## src/rtl/uart_fifo_link.sv

```systemverilog
`default_nettype none
// ============================================================================
// Module      : uart_fifo_link
// Description : Full-duplex UART with 16x oversampled receiver feeding a
//               first-word-fall-through RX FIFO, plus a handshaked transmitter.
// Revision    : 1.0 - initial release
// ============================================================================
module uart_fifo_link #(
    parameter int CLK_HZ    = 100_000_000,
    parameter int BAUD      = 9600,
    parameter int DATA_BITS = 8,
    parameter int PARITY    = 0,
    parameter int RX_DEPTH  = 16
) (
    input  logic                          clk,
    input  logic                          rst_n,
    input  logic                          rxd,
    output logic                          txd,
    input  logic [DATA_BITS-1:0]          tx_data,
    input  logic                          tx_valid,
    output logic                          tx_ready,
    output logic [DATA_BITS-1:0]          rx_data,
    output logic                          rx_valid,
    input  logic                          rx_ready,
    output logic [$clog2(RX_DEPTH):0]     rx_count,
    output logic                          frame_err,
    output logic                          parity_err,
    output logic                          overflow,
    input  logic                          clear_err
);

    localparam int   c_osr_raw  = CLK_HZ / (BAUD * 16);
    localparam int   c_osr      = (c_osr_raw < 1) ? 1 : c_osr_raw;
    localparam int   c_osr_w    = (c_osr > 1) ? $clog2(c_osr) : 1;
    localparam int   c_bit_clks = 16 * c_osr;
    localparam int   c_bit_w    = $clog2(c_bit_clks);
    localparam int   c_aw       = $clog2(RX_DEPTH);
    localparam int   c_idx_w    = $clog2(DATA_BITS);
    localparam logic c_odd      = (PARITY == 2);
    localparam logic c_par_en   = (PARITY != 0);

    typedef enum logic [2:0] {
        ST_IDLE  = 3'd0,
        ST_START = 3'd1,
        ST_DATA  = 3'd2,
        ST_PAR   = 3'd3,
        ST_STOP  = 3'd4
    } state_t;

    // ------------------------------------------------------------------
    // Oversampling tick and input synchroniser
    // ------------------------------------------------------------------
    logic [c_osr_w-1:0] r_osr_cnt;
    logic               r_tick;
    logic               r_rx_meta;
    logic               r_rx_sync;
    logic               r_rx_prev;

    always_ff @(posedge clk) begin
        if (!rst_n) begin
            r_osr_cnt <= '0;
            r_tick    <= 1'b0;
            r_rx_meta <= 1'b1;
            r_rx_sync <= 1'b1;
            r_rx_prev <= 1'b1;
        end else begin
            r_rx_meta <= rxd;
            r_rx_sync <= r_rx_meta;
            r_rx_prev <= r_rx_sync;
            if (r_osr_cnt == c_osr_w'(c_osr - 1)) begin
                r_osr_cnt <= '0;
                r_tick    <= 1'b1;
            end else begin
                r_osr_cnt <= r_osr_cnt + 1'b1;
                r_tick    <= 1'b0;
            end
        end
    end

    // ------------------------------------------------------------------
    // Receiver
    // ------------------------------------------------------------------
    state_t               r_rx_state;
    logic [3:0]           r_rx_ticks;
    logic [c_idx_w-1:0]   r_rx_idx;
    logic [DATA_BITS-1:0] r_rx_shift;
    logic                 r_rx_par_bit;
    logic                 r_rx_hold;
    logic                 r_frame_err;
    logic                 r_parity_err;

    logic w_par_bad;
    logic w_stop_sample;
    logic w_push;

    assign w_par_bad     = c_par_en && (r_rx_par_bit != ((^r_rx_shift) ^ c_odd));
    assign w_stop_sample = (r_rx_state == ST_STOP) && !r_rx_hold && r_tick && (r_rx_ticks == 4'd15);
    assign w_push        = w_stop_sample && r_rx_sync && !w_par_bad;

    always_ff @(posedge clk) begin
        if (!rst_n) begin
            r_rx_state   <= ST_IDLE;
            r_rx_ticks   <= '0;
            r_rx_idx     <= '0;
            r_rx_shift   <= '0;
            r_rx_par_bit <= 1'b0;
            r_rx_hold    <= 1'b0;
            r_frame_err  <= 1'b0;
            r_parity_err <= 1'b0;
        end else begin
            r_frame_err  <= 1'b0;
            r_parity_err <= 1'b0;
            case (r_rx_state)
                ST_IDLE: begin
                    if (r_rx_prev && !r_rx_sync) begin
                        r_rx_state <= ST_START;
                        r_rx_ticks <= '0;
                    end
                end
                ST_START: begin
                    if (r_tick) begin
                        if (r_rx_ticks == 4'd7) begin
                            r_rx_ticks <= '0;
                            r_rx_idx   <= '0;
                            r_rx_state <= r_rx_sync ? ST_IDLE : ST_DATA;
                        end else begin
                            r_rx_ticks <= r_rx_ticks + 4'd1;
                        end
                    end
                end
                ST_DATA: begin
                    if (r_tick) begin
                        r_rx_ticks <= r_rx_ticks + 4'd1;
                        if (r_rx_ticks == 4'd15) begin
                            r_rx_shift <= {r_rx_sync, r_rx_shift[DATA_BITS-1:1]};
                            if (r_rx_idx == c_idx_w'(DATA_BITS - 1))
                                r_rx_state <= c_par_en ? ST_PAR : ST_STOP;
                            else
                                r_rx_idx <= r_rx_idx + 1'b1;
                        end
                    end
                end
                ST_PAR: begin
                    if (r_tick) begin
                        r_rx_ticks <= r_rx_ticks + 4'd1;
                        if (r_rx_ticks == 4'd15) begin
                            r_rx_par_bit <= r_rx_sync;
                            r_rx_state   <= ST_STOP;
                        end
                    end
                end
                ST_STOP: begin
                    // A low stop bit may be a break; wait for idle before rearming
                    if (r_rx_hold) begin
                        if (r_rx_sync) begin
                            r_rx_hold  <= 1'b0;
                            r_rx_state <= ST_IDLE;
                        end
                    end else if (r_tick) begin
                        r_rx_ticks <= r_rx_ticks + 4'd1;
                        if (r_rx_ticks == 4'd15) begin
                            if (!r_rx_sync) begin
                                r_frame_err <= 1'b1;
                                r_rx_hold   <= 1'b1;
                            end else begin
                                r_parity_err <= w_par_bad;
                                r_rx_state   <= ST_IDLE;
                            end
                        end
                    end
                end
                default: r_rx_state <= ST_IDLE;
            endcase
        end
    end

    assign frame_err  = r_frame_err;
    assign parity_err = r_parity_err;

    // ------------------------------------------------------------------
    // RX FIFO (first-word-fall-through)
    // ------------------------------------------------------------------
    logic [DATA_BITS-1:0] r_mem [RX_DEPTH];
    logic [c_aw-1:0]      r_wr_ptr;
    logic [c_aw-1:0]      r_rd_ptr;
    logic [c_aw:0]        r_count;
    logic                 r_overflow;

    logic w_full;
    logic w_pop;
    logic w_wr;
    logic w_ovf;

    assign w_full = (r_count == (c_aw + 1)'(RX_DEPTH));
    assign w_pop  = rx_valid && rx_ready;
    assign w_wr   = w_push && (!w_full || w_pop);
    assign w_ovf  = w_push && w_full && !w_pop;

    always_ff @(posedge clk) begin
        if (w_wr)
            r_mem[r_wr_ptr] <= r_rx_shift;
    end

    always_ff @(posedge clk) begin
        if (!rst_n) begin
            r_wr_ptr   <= '0;
            r_rd_ptr   <= '0;
            r_count    <= '0;
            r_overflow <= 1'b0;
        end else begin
            if (w_wr)
                r_wr_ptr <= r_wr_ptr + 1'b1;
            if (w_pop)
                r_rd_ptr <= r_rd_ptr + 1'b1;
            case ({w_wr, w_pop})
                2'b10:   r_count <= r_count + 1'b1;
                2'b01:   r_count <= r_count - 1'b1;
                default: r_count <= r_count;
            endcase
            if (w_ovf)
                r_overflow <= 1'b1;
            else if (clear_err)
                r_overflow <= 1'b0;
        end
    end

    assign rx_count = r_count;
    assign rx_valid = (r_count != '0);
    assign rx_data  = rx_valid ? r_mem[r_rd_ptr] : '0;
    assign overflow = r_overflow;

    // ------------------------------------------------------------------
    // Transmitter: bit timing counted directly in clocks so the frame is
    // aligned to the handshake rather than to the free-running tick
    // ------------------------------------------------------------------
    state_t               r_tx_state;
    logic [c_bit_w-1:0]   r_tx_cnt;
    logic [c_idx_w-1:0]   r_tx_idx;
    logic [DATA_BITS-1:0] r_tx_shift;
    logic                 r_tx_par;
    logic                 r_txd;
    logic                 r_tx_ready;

    logic w_bit_end;
    assign w_bit_end = (r_tx_cnt == c_bit_w'(c_bit_clks - 1));

    always_ff @(posedge clk) begin
        if (!rst_n) begin
            r_tx_state <= ST_IDLE;
            r_tx_cnt   <= '0;
            r_tx_idx   <= '0;
            r_tx_shift <= '0;
            r_tx_par   <= 1'b0;
            r_txd      <= 1'b1;
            r_tx_ready <= 1'b1;
        end else begin
            if (r_tx_state != ST_IDLE)
                r_tx_cnt <= w_bit_end ? '0 : r_tx_cnt + 1'b1;
            case (r_tx_state)
                ST_IDLE: begin
                    if (tx_valid && r_tx_ready) begin
                        r_tx_shift <= tx_data;
                        r_tx_par   <= (^tx_data) ^ c_odd;
                        r_txd      <= 1'b0;
                        r_tx_ready <= 1'b0;
                        r_tx_cnt   <= '0;
                        r_tx_state <= ST_START;
                    end
                end
                ST_START: begin
                    if (w_bit_end) begin
                        r_txd      <= r_tx_shift[0];
                        r_tx_shift <= r_tx_shift >> 1;
                        r_tx_idx   <= '0;
                        r_tx_state <= ST_DATA;
                    end
                end
                ST_DATA: begin
                    if (w_bit_end) begin
                        if (r_tx_idx == c_idx_w'(DATA_BITS - 1)) begin
                            r_txd      <= c_par_en ? r_tx_par : 1'b1;
                            r_tx_state <= c_par_en ? ST_PAR : ST_STOP;
                        end else begin
                            r_txd      <= r_tx_shift[0];
                            r_tx_shift <= r_tx_shift >> 1;
                            r_tx_idx   <= r_tx_idx + 1'b1;
                        end
                    end
                end
                ST_PAR: begin
                    if (w_bit_end) begin
                        r_txd      <= 1'b1;
                        r_tx_state <= ST_STOP;
                    end
                end
                ST_STOP: begin
                    if (w_bit_end) begin
                        r_tx_ready <= 1'b1;
                        r_tx_state <= ST_IDLE;
                    end
                end
                default: r_tx_state <= ST_IDLE;
            endcase
        end
    end

    assign txd      = r_txd;
    assign tx_ready = r_tx_ready;

endmodule
`default_nettype wire

```

## config.mk

```make
export PLATFORM = sky130hd
export DESIGN_NAME = uart_fifo_link
export DESIGN_NICKNAME = d
export VERILOG_FILES = /design/src/rtl/uart_fifo_link.sv
export SDC_FILE = /design/constraint.sdc
export NUM_CORES = 1
export LEC_CHECK = 0
export CAP_MARGIN = 10
export CORE_ASPECT_RATIO = 0.75
export CORE_UTILIZATION = 35
export CTS_CLUSTER_SIZE = 30
export DETAILED_ROUTE_END_ITERATION = 16
export PLACE_DENSITY = 0.48
export SLEW_MARGIN = 20
export SYNTH_ARGS = -nofsm -noshare
export SYNTH_HDL_FRONTEND = slang
export SYNTH_SLANG_ARGS = --single-unit
```

## constraint.sdc

```tcl
create_clock -name clk -period 7.3 [get_ports clk]
set_input_delay 1.825 -clock clk [delete_from_list [all_inputs] [get_ports clk]]
set_output_delay 1.825 -clock clk [all_outputs]
set_load 0.02 [all_outputs]
```

# After elaboration in Yosys (flattened, before gate mapping)
# Memories as Yosys holds them, arrays and structs flattened. A register that Yosys moved wholly into a read port is not among the register bits.
# Cells that the tools add are included.
# W data, S select, Z words.
totals:
  n_memories: 1
  output_inout_bits: 19
  ramBits: 128
  romBits: 0
  ff_bits: 78
  latchBits: 0
  word_cells: 173
mem_list:
  columns: ["name", "depth", "width", "read_ports", "rd_clocked_by_memory_dff", "wr", "line", "rtl"]
  rows:
  - ["r_mem", 16, 8, 1, 1, 1, "183", "logic [DATA_BITS-1:0] r_mem [RX_DEPTH];"]
op_classes:
  div_mod_pow: 0
  bitwise: 2
  multipliers: 0
  n_reduce_logical: 39
  magnitude_cmp: 0
  n_shift: 0
  addsub: 9
  eq_ne: 36
  mux: 65
op_table:
  columns: ["operator", "n"]
  rows:
  - ["$mux W3", 25]
  - ["$mux W14", 4]
  - ["$mux W8", 5]
  - ["$ne A2 B2 Y1 const B", 17]
  - ["$pmux W3 S5", 2]
  - ["$mux W4", 7]
  - ["$pmux W8 S3", 1]
  - ["$pmux W4 S4", 1]
  - ["$add A14 B1 Y14 const B", 1]
  - ["$eq A14 B14 Y1 const B", 1]
  - ["$mux W1", 14]
  - ["$add A4 B1 Y4 const B", 3]
  - ["$eq A3 B2 Y1 const B", 4]
  - ["$eq A3 B3 Y1 const B", 4]
  - ["$pmux W3 S2", 2]
  - ["$reduce_and A6 Y1", 2]
  - ["$add A10 B1 Y10 const B", 1]
  - ["$eq A10 B10 Y1 const B", 1]
  - ["$logic_and A1 B1 Y1", 10]
  - ["$pmux W5 S2", 1]
  - ["$reduce_and A10 Y1", 1]
  - ["$reduce_and A5 Y1", 2]
  - ["$reduce_bool A2 Y1", 5]
  - ["$reduce_and A4 Y1", 2]
  - ["24 further kinds", 35]

# Depth between registers and ports, before layout
depth:
  depth_word: 8
  ltp_mapped: 10
  mapped_depth_nobuf: 10

# Least setup slack after synthesis
# No wires, ideal clock.
synth_timing:
  kind: "reg-to-output"
  from: "reg (tool-made name)"
  to: "out rx_data[0]"
  arrival_time_ps: 1981
  n_path_buf: 2
  path_stages_with_launch: 6
  required_time_ps: 5475
  setup_slack_ps: 3494
  path_cell_list: "dfxtp_1 -> clkbuf_1 -> buf_2 -> mux4_2 -> mux4_2 -> nor2b_1"
synth_rtl:
  columns: ["element", "line", "rtl"]
  rows:
  - ["to (decl)", "22", "output logic [DATA_BITS-1:0] rx_data,"]

==> results.sh <==
export IMPL_die_width_um=186
export IMPL_r2r_end="r_mem[4][2]$_DFFE_PP_"
export IMPL_vias_per_cell=5.15
export IMPL_yosysTopAreaCellShare_pct=43.4
export IMPL_arrival_ps=3220
export IMPL_r2r_start="r_rx_state[2]$_SDFFE_PN0P_"
export IMPL_ys_seq_area_share_pct=61.9
export IMPL_drt_total_wl_um=19500
export IMPL_path_max_fanout=32
export IMPL_tns_ps=0
export IMPL_hold_viol=0
export IMPL_setup_viol=0
export IMPL_ant_nets=0
export IMPL_io_buffers=31
export IMPL_hold_path_class="reg -> reg"
export IMPL_p_switching_uw=830
export IMPL_avgSynthCellArea_um2=13.4
export IMPL_post_place_ws_ps=2550
export IMPL_slowest_delay_ps=610
export IMPL_path_common_cell="mux4_2"
export IMPL_io_pins=33
export IMPL_ir_worst_vdd_uv=137
export IMPL_cp_num_buf_inv=2
export IMPL_worst_setup_path_type="reg -> out"
export IMPL_p_leak_uw=0.00346
export IMPL_async_flop_share_pct=0
export IMPL_clock_skew_ps=11.5
export IMPL_synth_area_um2=8860
export IMPL_seq_power_share_pct=42.1
export IMPL_cts_tree="done"
export IMPL_grt_setup_unrepaired="false"
export IMPL_gr_usage_met1_pct=22.9
export IMPL_ff2ff_setup_slack_ps=3910
export IMPL_cp_end_kind="primary output"
export IMPL_crit_slowest_cell="mux4_2"
export IMPL_power_density_nw_per_um2=303
export IMPL_whs_endpoint="r_rx_sync$_SDFF_PN1_"
export IMPL_met3_usage_pct=2.83
export IMPL_hpwl_um=12800
export IMPL_wl_per_cell_um=18.5
export IMPL_nNetsFinal=730
export IMPL_fin_crit_ps=5050
export IMPL_comb_power_share_pct=20.4
export IMPL_yosysMostFrequentCell="edfxtp_1"
export IMPL_hp_start="r_rx_meta$_SDFF_PN1_"
export IMPL_drive_above_1_share_pct=14.1
export IMPL_yosysWarningCount=0
export IMPL_grt_busiest_layer="met2"
export IMPL_drv_slew=0
export IMPL_vias=5435
export IMPL_status="finished, final reports clean"
export IMPL_gr_total_overflow=0
export IMPL_grt_start_max_net_pins=33
export IMPL_startpoint_type="flip-flop"
export IMPL_n_antenna_cell=0
export IMPL_drv_cap=0
export IMPL_fin_ws_ps=2250
export IMPL_synth_distinct_cells=58
export IMPL_worstMarginPinSlew_ps=1010
export IMPL_syn_nets=689
export IMPL_clockRootBuffer="clkbuf_16"
export IMPL_p_clk_share_pct=37.5
export IMPL_synth_ff_type="edfxtp_1"
export IMPL_cts_setup_buffers=0
export IMPL_synth_seq_cells=210
export IMPL_synth_area_leader_cell="edfxtp_1"
export IMPL_grt_pass1_wl_um=31000
export IMPL_synth_edf_count=128
export IMPL_die_area_um2=26000
export IMPL_htree_levels=1
export IMPL_rows=50
export IMPL_area_growth_pct=17.0
export IMPL_worstSkewPairLatency_ps=510
export IMPL_clkTransAtPathRegs_ps=60
export IMPL_worstPathCellList="buf_4 > mux4_2 > mux4_2 > nor2b_1 > clkdlybuf4s50_1"
export IMPL_fmax_mhz=198
export IMPL_track_usage_pct=15.7
export IMPL_critical_path_top_delay_family="buffers and inverters"
export IMPL_rr_worst_depth=5
export IMPL_slew_headroom_pct=32.0
export IMPL_synthCells=660
export IMPL_finalCritPeriodShare_pct=69.2
export IMPL_cts_sinks=210
export IMPL_drc=0
export IMPL_synth_commonest_cells="edfxtp_1, dfxtp_1, nor2_1"
export IMPL_cts_resized=0
export IMPL_die_h_um=140
export IMPL_p_int_uw=2310
export IMPL_drt_first_pass_iters=5
export IMPL_synth_area_leaders="edfxtp_1, dfxtp_1, mux4_2"
export IMPL_holdPathStages=1
export IMPL_start_util_pct=35.6
export IMPL_cts_made_buffers=23
export IMPL_antenna_found_initial=0
export IMPL_gp_congestion=0.822
export IMPL_cts_buffer_depth=3
export IMPL_required_ps=5480
export IMPL_initialDrtViolationCount=386
export IMPL_core_um2=24900
export IMPL_sw_frac_of_total_pct=26.5
export IMPL_hold_buffers=0
export IMPL_grt_pass1_vias=5392
export IMPL_use_met2_pct=24.3
-- worst max-delay path by stage --
| stage | start | endpoint | slack (ps) | cells after the start |
|---|---|---|---|---|
| 4_1_cts | flip-flop | rx_data[0] | 2150 | 5 |
| 2_1_floorplan | flip-flop | rx_data[0] | 3490 | 5 |
| 3_3_place_gp | rx_ready | r_mem[4][7]$_DFFE_PP_ | 2620 | 6 |
| 3_5_place_dp | rx_ready | r_mem[3][1]$_DFFE_PP_ | 2550 | 5 |
| 6_report | flip-flop | rx_data[0] | 2250 | 5 |
| 5_1_grt | flip-flop | rx_data[0] | 2050 | 5 |
-- metrics by stage --
stage                     cell area (um^2)  utilization [%]  power, uW  hold WS, ps  cells
after global placement                9600             38.5       1990          406   1014
after CTS                            10400             41.6       3190          418   1056
after global routing                 10400             41.6       3280          458   1056
final                                10400             41.6       3140          411   1056
after detailed placement              9600             38.5       2000          405   1014
after floorplan                       8860                -       1780          386    660
-- flip-flops by register name, summed over array words and instances (netlist names), named ones only --
| register | cells |
|---|---|
| r_mem | 128 |
| r_tx_cnt | 14 |
| r_osr_cnt | 10 |
| r_rx_shift | 8 |
| r_tx_shift | 8 |
| rx_count | 5 |
| r_rd_ptr | 4 |
| r_rx_ticks | 4 |
| r_wr_ptr | 4 |
| r_rx_idx | 3 |
| r_rx_state | 3 |
| r_tx_idx | 3 |
| r_tx_state | 3 |
| frame_err | 1 |
| overflow | 1 |
| r_rx_hold | 1 |
| r_rx_meta | 1 |
| r_rx_prev | 1 |
| r_rx_sync | 1 |
| r_tick | 1 |
| tx_ready | 1 |
| txd | 1 |
-- cells in the final DEF, fill, tap and decap left out, types with 8 or more instances in the layout --
master           Yosys  routed
nor2_1              74      74
nand2_1             35      35
mux2i_1             24      24
ha_1                15      15
or3_1                9       9
nor2b_1             12      12
buf_4                1      17
xnor2_1              9       9
a211oi_1             8       8
nor3_1              14      12
inv_1               10      10
edfxtp_1           128     128
dfxtp_1             82      81
clkinv_1             1       8
nand3_1             30      30
a21oi_1             26      26
o21ai_0             19      19
clkbuf_16            0      23
mux4_2              40      40
nand2b_1             8       8
clkdlybuf4s50_1      0      31
xor2_1              12      12
-- kinds of logic (layout without fill, tap and decap cells) --
logic type               Yosys count  in the layout  synth area share [%]
AO/OA/AOI/OAI                     84             84                  6.20
XOR/XNOR                          21             21                  2.08
adder cells (fa/ha/maj)           15             15                  2.12
buffers and inverters             43            101                  1.98
flip-flops                       210            210                  61.9
multiplexers                      65             65                  13.0
other                              1              1                0.0423
AND/OR/NAND/NOR                  221            221                  12.7
-- area by class of cell --
class	count	area, um^2
multi-input combinational	407	3210
fill	2370	14500
sequential	210	5490
tap	338	423
timing repair buffer	48	438
inverter	11	41.3
clock inverter	16	181
clock buffer	26	587
-- power by group through the flow --
| stage | Clock [uW] | Combinational (uW) | Sequential (uW) |
|---|---|---|---|
| after global routing | 1250 | 697 | 1330 |
| after detailed placement | 0 | 652 | 1350 |
| after CTS | 1210 | 655 | 1320 |
| after floorplan | 0 | 447 | 1340 |
| after global placement | 0 | 646 | 1340 |
| final | 1180 | 640 | 1320 |
-- metal layers --
layer	wire, um	share of wire [%]
met5	0	0
met4	279	1.4
met3	773	4.0
met2	8890	46
met1	9580	49
No activity file was read; power rests on OpenSTA's default activity.
